===== config.mk =====
export PLATFORM = sky130hd
export DESIGN_NAME = pipeline_hazard_ctrl
export DESIGN_NICKNAME = d
export VERILOG_FILES = /design/src/rtl/pipeline_hazard_ctrl.sv
export SDC_FILE = /design/constraint.sdc
export NUM_CORES = 1
export LEC_CHECK = 0
export ABC_AREA = 1
export BUFFER_PORTS_ARGS = -buffer_cell sky130_fd_sc_hd__buf_2
export CAP_MARGIN = 30
export CORE_AREA = 4 4 41 43
export DETAILED_ROUTE_END_ITERATION = 10
export DIE_AREA = 0 0 45 47
export GPL_TIMING_DRIVEN = 0
export PLACE_DENSITY = 0.86
export SLEW_MARGIN = 20
export SYNTH_ARGS = -nofsm -noshare
export SYNTH_HDL_FRONTEND = slang
export SYNTH_SLANG_ARGS = --single-unit

===== constraint.sdc =====
create_clock -name Clk -period 3.95 [get_ports Clk]
set_clock_uncertainty 0.2 [all_clocks]
set_input_delay 0 -clock Clk [delete_from_list [all_inputs] [get_ports Clk]]
set_output_delay 0 -clock Clk [all_outputs]
set_load 0.02 [all_outputs]

===== src/rtl/pipeline_hazard_ctrl.sv =====
// pipeline_hazard_ctrl: load-use, branch-flush and memory-wait hazard control FSM.
// Define HAZARD_STATS_EN to add the StallCount/FlushCount/WaitCount statistics outputs.
module pipeline_hazard_ctrl #(
    parameter int MEMWAIT_MAX = 15
) (
    input  logic       Clk,
    input  logic       Rst,
    input  logic [4:0] IFID_Rs,
    input  logic [4:0] IFID_Rt,
    input  logic       IDEX_MemRead,
    input  logic [4:0] IDEX_Rt,
    input  logic       BranchTaken,
    input  logic       MemBusy,
    output logic       PCWrite,
    output logic       IFIDWrite,
    output logic       IDEXBubble,
    output logic       FlushIFID,
    output logic       FlushIDEX,
    output logic       FlushEXMEM,
    output logic       HoldEXMEM,
    output logic [1:0] State,
    output logic       Timeout
`ifdef HAZARD_STATS_EN
    ,
    output logic [15:0] StallCount,
    output logic [15:0] FlushCount,
    output logic [15:0] WaitCount
`endif
);
    localparam logic [1:0] RUN     = 2'd0;
    localparam logic [1:0] LDSTALL = 2'd1;
    localparam logic [1:0] MEMWAIT = 2'd2;
    localparam logic [1:0] FLUSH   = 2'd3;

    logic [1:0] stateReg, nextState;
    logic [3:0] waitCnt, waitNext;
    logic       loadUse, luStall, flush;

    assign loadUse = IDEX_MemRead && IDEX_Rt != 5'd0 && (IDEX_Rt == IFID_Rs || IDEX_Rt == IFID_Rt);
    // IF/ID holds an already-stalled or invalid instruction in LDSTALL and FLUSH
    assign luStall = loadUse && (stateReg == RUN || stateReg == MEMWAIT);
    assign flush   = !Rst && BranchTaken;

    always_comb begin
        nextState  = Rst ? RUN : BranchTaken ? FLUSH : MemBusy ? MEMWAIT : luStall ? LDSTALL : RUN;
        PCWrite    = !Rst && (BranchTaken || (!MemBusy && !luStall));
        IFIDWrite  = !Rst && (BranchTaken || (!MemBusy && !luStall));
        IDEXBubble = Rst || (!BranchTaken && !MemBusy && luStall);
        FlushIFID  = flush;
        FlushIDEX  = flush;
        FlushEXMEM = flush;
        HoldEXMEM  = !Rst && !BranchTaken && MemBusy;
        waitNext   = nextState != MEMWAIT ? 4'd0 : waitCnt == 4'hF ? waitCnt : waitCnt + 4'd1;
    end

    assign State   = stateReg;

    // The wait counter and WaitCount advance on every edge that lands in MEMWAIT
    always_ff @(posedge Clk) begin
        if (Rst) begin
            stateReg <= RUN;
            waitCnt  <= 4'd0;
            Timeout  <= 1'b0;
        end else begin
            stateReg <= nextState;
            waitCnt  <= waitNext;
            if (nextState == MEMWAIT && int'(waitNext) >= MEMWAIT_MAX)
                Timeout <= 1'b1;
        end
    end

`ifdef HAZARD_STATS_EN
    always_ff @(posedge Clk) begin
        if (Rst) begin
            StallCount <= 16'd0;
            FlushCount <= 16'd0;
            WaitCount  <= 16'd0;
        end else begin
            if (nextState == LDSTALL && ~&StallCount)
                StallCount <= StallCount + 16'd1;
            if (nextState == FLUSH && ~&FlushCount)
                FlushCount <= FlushCount + 16'd1;
            if (nextState == MEMWAIT && ~&WaitCount)
                WaitCount <= WaitCount + 16'd1;
        end
    end
`endif
endmodule


==> impl_metrics.tcl <==
set metrics [dict create \
    num_io_pins 30 \
    number_of_design_rule_violations_left_by_the_first_detailed_router_iteration 9 \
    routed_vias_inst 4.400 \
    route.final.wire_length_mm 1.393 \
    drt_first_pass_iters 4 \
    cts_setup_buffers 0 \
    holdCritPathClass "flip-flop to flip-flop" \
    worst_ep_arrival_time_ns 1.58 \
    worst_path_largest_cell_delay_ns 0.54 \
    ctsHtreeMaxLevel 1 \
    dp.final_hpwl_mm 1.075 \
    power.density_nw_per_um2 240.1 \
    clockRootBuffer "clkbuf_4" \
    cts.clk_slew.worst_paths_ns 0.06 \
    static-leakage-power_nw 0.5457 \
    maxCapViolCount 0 \
    floorplan.die_area_sq_um 2115 \
    core_sq_um 1301 \
    grt_pass1_wl_mm 2.145 \
    diodes 0 \
    total_number_of_clock_tree_sinks 7 \
    setup-violations-final 0 \
    track_usage_pct 14.24 \
    syn_area_sq_um 571.8 \
    grt_start_max_net_pins 6 \
    die_w_microns 45 \
    yosys_warnings 0 \
    synth.avg_cell_area_sq_um 5.394 \
    netlist.top_cell.by_area "dfxtp_1" \
    worstSetupEndpointType "flip-flop" \
    antenna_violating_nets_post_route 0 \
    totalNegativeSetupSlack_ns 0 \
    crit_path_cell_trace "dlygate4sd3_1 > buf_2 > nor2_1 > inv_1 > nand2_1 > dlygate4sd3_1" \
    mappedNetlistNets 127 \
    numCtsBuffers 3 \
    insertion_delay_of_the_later_clocked_pin_in_the_worst_skew_pair_ns 0.26 \
    vias 704 \
    cpMostUsedCell "dlygate4sd3_1" \
    floorplan.die.height_microns 47 \
    synth_seq_cells 7 \
    filler_cell_count 119 \
    timing.critical_path.slowest_stage_cell "dlygate4sd3_1" \
    timing.critical_path.from_type "input pin" \
    maxSlewViolCount 0 \
    fmax_ghz 0.6358 \
    synthToLayoutAreaGrowth_pct 43.76 \
    drc 0 \
    fp-row-count 13 \
    ys_seq_area_share_pct 24.51 \
    status "finished clean" \
    grt_pass1_vias 581 \
    hold-worst-slack_ns 0.2553 \
    critical_path_required_ns 3.95 \
    min_period_over_period_pct 39.82 \
    vdd.ir_drop.worst_uv 216.0 \
    synth_area_leaders "dfxtp_1 (25%), nand2_1 (22%), inv_1 (16%), nor2_1 (11%), nand3_1 (11%)" \
    synth_top_cell_area_share_pct 24.51 \
    cts.path.max_buffers 2 \
    global_route.overflow_total 0 \
    post_synth_num_cell_types 13 \
    criticalPathCategory "input pin to flip-flop" \
    starting_utilization_of_the_core_area_pct 43.94 \
    post_cts_resize_count 0 \
    final_period_minus_worst_setup_slack_ns 1.573 \
    final_hold_viol_count 0 \
    synthesis.instances 106 \
    max_slew_margin_pct 84.31 \
    wl_per_cell_microns 8.706 \
    portBuffers 29 \
    rsz0062_at_grt "no" \
    number_of_nets_in_the_layout 167 \
    largest_fanout_of_any_net_on_the_critical_path 5 \
    routabilityCongestion 0.7673 \
    antenna_found_initial 0 \
    cts_tree "built" \
    drive_gt1_share_pct 25.52 \
    slew_at_the_pin_with_the_worst_max_slew_slack_ns 0.2345 \
]
[path summary, 6_finish.rpt]
kind / from / end / slack [ns] / cells after the start
max reg2reg: State[0]$_SDFF_PP0_ / State[0]$_SDFF_PP0_ / 2.50 / 5
max: Rst / State[0]$_SDFF_PP0_ / 2.38 / 6
min reg2reg: Timeout$_SDFFE_PP0P_ / Timeout$_SDFFE_PP0P_ / 0.26 / 2
min: Timeout$_SDFFE_PP0P_ / Timeout$_SDFFE_PP0P_ / 0.26 / 2
[power by group]
part           internal (mW)  total, mW  switching [mW]
logic                 0.0259     0.0562          0.0303
registers             0.0725     0.0733        0.000842
clock network         0.0387     0.0678          0.0291
total                  0.137      0.197          0.0603
[cell type report]
cell class | count | area, sq um | area share [%]
repair buffers | 35 | 205.2 | 24.96
inverters | 26 | 97.59 | 11.87
clock buffers | 4 | 26.28 | 3.196
plain buffers | 3 | 22.52 | 2.740
flip-flops and latches | 7 | 140.1 | 17.05
multi-input cells | 70 | 311.5 | 37.90
well taps | 15 | 18.77 | 2.283
[metal layers]
metal / up-vias / track usage (%) / wire length [microns]
met4: 0 / 10.53 / 37
met5: - / 0 / 0
met1: 289 / 15.98 / 580
met3: 4 / 3.065 / 144
met2: 27 / 23.73 / 631
li1: 384 / - / -
[state kept, by name (all words and copies together) (netlist names)]
name / flops
Timeout: 1
State: 2
waitCnt: 4
[cell usage in the layout, fill, tap and decap left out]
cell,count
clkbuf_4,3
nor2_4,1
xnor2_1,2
clkbuf_1,1
nor2_1,17
nand3b_1,1
nand2_1,34
ha_1,1
nand3_1,12
dlygate4sd3_1,6
inv_2,1
a21oi_1,1
buf_4,3
or2_1,1
buf_2,29
inv_1,25
dfxtp_1,7
[synth_stat cells]
library cell and number:
nand3_1 12, dfxtp_1 7, inv_1 25, nor2_1 17
xnor2_1 2, nand3b_1 1, or2_1 1, a21oi_1 1
nand2_1 34, nor2_4 1, inv_2 1, buf_4 3
ha_1 1
[stage by stage]
step,setup WS (ns),total power [mW],util (%),cell area [sq um],std cells
2_1_floorplan,2.614,0.1050,-,571.8,106
3_3_place_gp,2.543,0.1252,56.54,735.7,150
3_5_place_dp,2.503,0.1265,56.54,735.7,150
4_1_cts,2.377,0.2002,63.17,822.0,160
5_1_grt,2.260,0.2137,63.17,822.0,160
6_report,2.377,0.1974,63.17,822.0,160
[critical path, delay by kind of cell]
family	cells	cell delay, ns
simple gates	2	0.28
buf+inv	4	1.30
[cells by family (layout without fill, tap and decap cells)]
group | count (synthesis) | count (layout) | share of synthesized area, %
AOI/OAI and AO/OA | 1 | 1 | 0.8744
DFF | 7 | 7 | 24.51
buffers and inverters | 29 | 68 | 21.01
adders and majority gates | 1 | 1 | 2.188
xor gates and xnor gates | 2 | 2 | 3.064
and+or+nand+nor | 66 | 66 | 48.36
[what timing repair did]
item	in CTS	in global routing
endpoints found under the setup margin	0	0
endpoints found under the hold margin	7	0
hold buffers	6	0
No activity file was read; power rests on OpenSTA's default activity.
